<file path="config.mk">
export PLATFORM = sky130hd
export DESIGN_NAME = aes_ark_stream_flat
export DESIGN_NICKNAME = d
export VERILOG_FILES = /design/src/rtl/aes_ark_stream_if.sv /design/src/rtl/aes_ark_stream.sv /design/src/flat_wrapper.sv
export SDC_FILE = /design/constraint.sdc
export NUM_CORES = 2
export LEC_CHECK = 0
export CAP_MARGIN = 20
export CORE_MARGIN = 2
export CORE_UTILIZATION = 50
export DETAILED_ROUTE_END_ITERATION = 7
export HOLD_SLACK_MARGIN = 0.15
export PLACE_DENSITY = 0.69
export SLEW_MARGIN = 20
export SYNTH_ARGS = -nofsm -noshare
export SYNTH_HDL_FRONTEND = slang
export SYNTH_SLANG_ARGS = --single-unit
</file>
<file path="constraint.sdc">
create_clock -name clk_i -period 88 [get_ports clk_i]
set_input_delay 26.4 -clock clk_i [delete_from_list [all_inputs] [get_ports clk_i]]
set_output_delay 26.4 -clock clk_i [all_outputs]
set_load 0.1 [all_outputs]
</file>
<file path="src/rtl/aes_ark_stream_if.sv">
// Handshake and key-load bundle for aes_ark_stream.
// The master drives beats and key writes; the slave is the AddRoundKey stage.
interface aes_ark_stream_if #(
  parameter int LANES = 1,
  parameter int IDX_W = 4,
  parameter int CNT_W = 32
);
  logic                   key_we_i;
  logic [IDX_W-1:0]       key_addr_i;
  logic [127:0]           key_data_i;
  logic                   key_clear_i;
  logic                   in_valid_i;
  logic                   in_ready_o;
  logic [IDX_W-1:0]       in_round_i;
  logic [128*LANES-1:0]   in_state_i;
  logic                   out_valid_o;
  logic                   out_ready_i;
  logic [128*LANES-1:0]   out_state_o;
  logic                   out_err_o;
  logic [CNT_W-1:0]       blk_cnt_o;

  modport master (
    output key_we_i, key_addr_i, key_data_i, key_clear_i,
    output in_valid_i, in_round_i, in_state_i, out_ready_i,
    input  in_ready_o, out_valid_o, out_state_o, out_err_o, blk_cnt_o
  );

  modport slave (
    input  key_we_i, key_addr_i, key_data_i, key_clear_i,
    input  in_valid_i, in_round_i, in_state_i, out_ready_i,
    output in_ready_o, out_valid_o, out_state_o, out_err_o, blk_cnt_o
  );
endinterface

</file>
<file path="src/rtl/aes_ark_stream.sv">
// Streaming AddRoundKey: local round-key table, LANES blocks per beat, one output register.
// Optional key-table zeroise is enabled by defining AES_ARK_KEY_CLEAR_EN.
module aes_ark_stream #(
  parameter int LANES     = 1,
  parameter int KEY_SLOTS = 15,
  parameter int IDX_W     = $clog2(KEY_SLOTS),
  parameter int CNT_W     = 32
) (
  input  logic             clk_i,
  input  logic             rst_i,
  aes_ark_stream_if.slave  bus
);
  localparam int W = 128 * LANES;

  logic [127:0]     key_q [KEY_SLOTS];
  logic [127:0]     sel_key;
  logic             rnd_err;
  logic             accept;
  logic             drain;
  logic             key_clr;
  logic [W-1:0]     state_d, state_q;
  logic             err_d, err_q;
  logic             vld_d, vld_q;
  logic [CNT_W-1:0] cnt_d, cnt_q;

`ifdef AES_ARK_KEY_CLEAR_EN
  assign key_clr = bus.key_clear_i;
`else
  logic unused_key_clear;
  assign unused_key_clear = bus.key_clear_i;
  assign key_clr = 1'b0;
`endif

  assign bus.in_ready_o = !vld_q || bus.out_ready_i;
  assign accept         = bus.in_valid_i && bus.in_ready_o;
  assign drain          = vld_q && bus.out_ready_i;

  // Key table: clear wins over write; writes to non-existent slots match no entry.
  always_ff @(posedge clk_i or posedge rst_i) begin
    if (rst_i) begin
      for (int s = 0; s < KEY_SLOTS; s++) key_q[s] <= '0;
    end else begin
      for (int s = 0; s < KEY_SLOTS; s++) begin
        if (key_clr)
          key_q[s] <= '0;
        else if (bus.key_we_i && bus.key_addr_i == IDX_W'(s))
          key_q[s] <= bus.key_data_i;
      end
    end
  end

  // Round-key select with write-through bypass; out-of-range rounds use a zero key.
  always_comb begin
    sel_key = '0;
    rnd_err = 1'b1;
    for (int s = 0; s < KEY_SLOTS; s++) begin
      if (bus.in_round_i == IDX_W'(s)) begin
        sel_key = key_q[s];
        rnd_err = 1'b0;
      end
    end
    if (bus.key_we_i && !rnd_err && bus.key_addr_i == bus.in_round_i)
      sel_key = bus.key_data_i;
    if (key_clr)
      sel_key = '0;
  end

  always_comb begin
    state_d = state_q;
    err_d   = err_q;
    vld_d   = vld_q;
    cnt_d   = cnt_q;
    if (accept) begin
      state_d = bus.in_state_i ^ {LANES{sel_key}};
      err_d   = rnd_err;
      vld_d   = 1'b1;
    end else if (drain) begin
      vld_d   = 1'b0;
    end
    if (drain)
      cnt_d = cnt_q + 1'b1;
  end

  always_ff @(posedge clk_i or posedge rst_i) begin
    if (rst_i) begin
      state_q <= '0;
      err_q   <= 1'b0;
      vld_q   <= 1'b0;
      cnt_q   <= '0;
    end else begin
      state_q <= state_d;
      err_q   <= err_d;
      vld_q   <= vld_d;
      cnt_q   <= cnt_d;
    end
  end

  assign bus.out_valid_o = vld_q;
  assign bus.out_state_o = state_q;
  assign bus.out_err_o   = err_q;
  assign bus.blk_cnt_o   = cnt_q;
endmodule

</file>
<file path="src/flat_wrapper.sv">
// flat-port wrapper written by rule: the top's interface ports become plain ports
module aes_ark_stream_flat 
#(
  parameter int LANES     = 1,
  parameter int KEY_SLOTS = 15,
  parameter int IDX_W     = $clog2(KEY_SLOTS),
  parameter int CNT_W     = 32
)
  (clk_i, rst_i, bus_key_we_i, bus_key_addr_i, bus_key_data_i, bus_key_clear_i, bus_in_valid_i, bus_in_round_i, bus_in_state_i, bus_out_ready_i, bus_in_ready_o, bus_out_valid_o, bus_out_state_o, bus_out_err_o, bus_blk_cnt_o);
  aes_ark_stream_if #(.LANES(LANES), .IDX_W(IDX_W), .CNT_W(CNT_W)) bus_i ();
  input  logic clk_i;
  input  logic rst_i;
  input wire logic [$bits(bus_i.key_we_i)-1:0] bus_key_we_i;
  input wire logic [$bits(bus_i.key_addr_i)-1:0] bus_key_addr_i;
  input wire logic [$bits(bus_i.key_data_i)-1:0] bus_key_data_i;
  input wire logic [$bits(bus_i.key_clear_i)-1:0] bus_key_clear_i;
  input wire logic [$bits(bus_i.in_valid_i)-1:0] bus_in_valid_i;
  input wire logic [$bits(bus_i.in_round_i)-1:0] bus_in_round_i;
  input wire logic [$bits(bus_i.in_state_i)-1:0] bus_in_state_i;
  input wire logic [$bits(bus_i.out_ready_i)-1:0] bus_out_ready_i;
  output wire logic [$bits(bus_i.in_ready_o)-1:0] bus_in_ready_o;
  output wire logic [$bits(bus_i.out_valid_o)-1:0] bus_out_valid_o;
  output wire logic [$bits(bus_i.out_state_o)-1:0] bus_out_state_o;
  output wire logic [$bits(bus_i.out_err_o)-1:0] bus_out_err_o;
  output wire logic [$bits(bus_i.blk_cnt_o)-1:0] bus_blk_cnt_o;
  assign bus_i.key_we_i = bus_key_we_i;
  assign bus_i.key_addr_i = bus_key_addr_i;
  assign bus_i.key_data_i = bus_key_data_i;
  assign bus_i.key_clear_i = bus_key_clear_i;
  assign bus_i.in_valid_i = bus_in_valid_i;
  assign bus_i.in_round_i = bus_in_round_i;
  assign bus_i.in_state_i = bus_in_state_i;
  assign bus_i.out_ready_i = bus_out_ready_i;
  assign bus_in_ready_o = bus_i.in_ready_o;
  assign bus_out_valid_o = bus_i.out_valid_o;
  assign bus_out_state_o = bus_i.out_state_o;
  assign bus_out_err_o = bus_i.out_err_o;
  assign bus_blk_cnt_o = bus_i.blk_cnt_o;
  aes_ark_stream #(.LANES(LANES), .KEY_SLOTS(KEY_SLOTS), .IDX_W(IDX_W), .CNT_W(CNT_W)) u_core (.clk_i(clk_i), .rst_i(rst_i), .bus(bus_i));
endmodule
</file>
==> results_dict.tcl <==
set metrics [dict create \
    status "completed" \
    maxCapViolCount 0 \
    tns_ps 0 \
    fin_total_pwr_mw 2.82 \
    dieArea_sq_um 198000 \
    detail_route.wirelength_um 315000 \
    dpl-instance-area_sq_um 103000 \
    dp.cells 9979 \
    slew_headroom_pct 18.8 \
    slew_viol_final 0 \
    crit_path_frequent_cell "clkdlybuf4s50_1" \
    postCtsSetupRepairBufs 0 \
    stdcell_area_sq_um 110000 \
    start_util_pct 50.4 \
    timing.hold.ws_ps 467 \
    syn_inst 7612 \
    clkLatencyLatePin_ps 900 \
    async_reset_ff_share_pct 100 \
    via_per_inst 6.53 \
    worst-path-buf-inv 2 \
    layout-drive-gt1-share_pct 34.0 \
    rsz0062_at_grt "no" \
    clk_pin_slew_ps 60 \
    antenna_found_initial 50 \
    r2r_start "u_core.bus.out_valid_o" \
    start_kind "primary input" \
    crit_fanout 4 \
    grt_overflow_total 0 \
    initialDrtViolationCount 6952 \
    syn_area_per_cell_sq_um 12.8 \
    yosys-top-cells-count "dfrtp_1, mux2_2, clkbuf_1" \
    worstRegToRegCells 8 \
    worstSetupPathDepth 3 \
    htreeDepth 4 \
    yosys_warnings 0 \
    cts.sinks 2082 \
    syn-cell-area_sq_um 97200 \
    crit_type "primary input to output port" \
    peakVddDrop_mv 0.0181 \
    critPathArrivalTime_ps 28290 \
    endpoint_kind "output port" \
    crit_required_ps 61600 \
    cellPowerDensity_nw_per_um2 25.5 \
    ctsHoldBuffers 0 \
    yosys.cell_types.count 90 \
    synth_edf_count 0 \
    hold_path_depth 1 \
    grt_pass1_vias 68412 \
    critPathTopFamily "buffers and inverters" \
    port_buffers 431 \
    grt_pass1_wl_um 462000 \
    crit_path_top_delay_cell "clkdlybuf4s50_1" \
    pre_cts_ws_ps 33320 \
    fin_nets 7946 \
    gp_congestion 0.831 \
    core-area_sq_um 193000 \
    final_util_pct 57.3 \
    ys.flop_type "dfrtp_1" \
    yosysTopAreaCellShare_pct 53.6 \
    grt_max_degree 168 \
    first_pass_iters 7 \
    final-hold-violation-count 0 \
    cts_tree "done" \
    stdcell_count 10411 \
    crit_path_max_incr_delay_ps 1170 \
    fin_skew_ps 51.8 \
    holdPathEnd "u_core.bus.blk_cnt_o[31]" \
    fp.dieW_um 445 \
    grt_util_all_layers_pct 31.4 \
    period_minus_slack_ps 54690 \
    crit_chain "clkdlybuf4s50_1, nand2b_1, clkdlybuf4s50_1" \
    worst_slew_pin_slew_ps 1220 \
    synth_nets 7883 \
    pin_count 433 \
    fmax_mhz 18.3 \
    power.leakage_nw 46.7 \
    finalCritPeriodShare_pct 62.1 \
    clk_path_buf_depth 3 \
    wl_per_cell_um 30.3 \
    r2r_setup_slack_ps 85200 \
    cts_resized 0 \
    yosys.area.top_type "dfrtp_1" \
    setup_slack_ps 33310 \
    r2r-end "u_core.bus.out_state_o[30]" \
    synth-seq-cells 2082 \
    vias 67970 \
    min_from "u_core.bus.blk_cnt_o[31]" \
    area_growth_pct 13.6 \
    ys_seq_area_share_pct 53.6 \
    cts-buffers-inserted 218 \
    setup_viol 0 \
    row_count 161 \
    hold_path.class "flip-flop to flip-flop" \
    synth_most_common_cell "dfrtp_1" \
    root_buffer "clkbuf_16" \
    synth_area_leaders "dfrtp_1, mux2_2, clkbuf_1, mux4_2, a22oi_1" \
    die_y_um 445 \
    drc 0 \
    hpwlAfterDp_um 172000 \
    ant_nets 0 \
]
[routing by layer]
| layer | GRT usage (%) | part of all wire [%] |
|---|---|---|
| met3 | 5.84 | 8.2 |
| met4 | 14.5 | 4.7 |
| met5 | 0 | 0.043 |
| met1 | 42.1 | 40 |
| met2 | 49.7 | 47 |
[worst max path at each step]
stage	startpoint	end	slack [ps]
after detailed placement	bus_out_ready_i	bus_in_ready_o	33320
after CTS	bus_out_ready_i	bus_in_ready_o	33310
after global placement	bus_out_ready_i	bus_in_ready_o	33340
after floorplan	rst_i	u_core.bus.blk_cnt_o[0]	2790
final	bus_out_ready_i	bus_in_ready_o	33310
after global routing	bus_out_ready_i	bus_in_ready_o	33230
[cell type report]
| cell class | count | area, sq um |
|---|---|---|
| Clock inverter | 66 | 749 |
| Sequential cell | 2082 | 52100 |
| Inverter | 10 | 57.6 |
| Multi-Input combinational cell | 4776 | 42100 |
| Fill cell | 15454 | 82300 |
| Timing Repair Buffer | 587 | 5670 |
| Antenna cell | 31 | 77.6 |
| Clock buffer | 333 | 6580 |
| Tap cell | 2526 | 3160 |
[logic make-up (layout without fill, tap and decap cells)]
family                   count (synthesis)  in the layout  synth area share, %
buffers and inverters                  754            996                 3.45
flip-flops                            2082           2082                 53.6
adder cells (fa/ha/maj)                  1              1               0.0129
other                                    0             31                    0
XOR/XNOR                               144            144                 1.30
multiplexers                          2156           2156                 25.7
AND/OR/NAND/NOR                        934            934                 4.38
AO/OA/AOI/OAI                         1541           1541                 11.6
[placed cells by master, fill, tap and decap left out, drive strengths merged, types with 66 or more instances in the layout]
master         instances
mux2                1953
o22ai                 75
mux4                  76
a22o                  97
clkbuf               333
o211ai                82
xor2                  94
o21ai                288
and3                  66
buf                  161
dfrtp               2082
a21oi                253
nand2                303
o2bb2ai              134
nor2                 347
a221oi                97
mux2i                127
a22oi                219
clkdlybuf4s50        426
[sequential cells by signal, indices dropped and copies added (netlist names)]
| name | cells |
|---|---|
| u_core.key_q | 1920 |
| u_core.bus.out_state_o | 128 |
| u_core.bus.blk_cnt_o | 32 |
| u_core.bus.out_err_o | 1 |
| u_core.bus.out_valid_o | 1 |
[where the power goes]
| part | total (mW) | switching, mW | internal [mW] |
|---|---|---|---|
| Clock | 0.939 | 0.402 | 0.537 |
| Combinational | 0.592 | 0.323 | 0.269 |
| Sequential | 1.29 | 0.114 | 1.18 |
No activity file was read; power rests on OpenSTA's default activity.
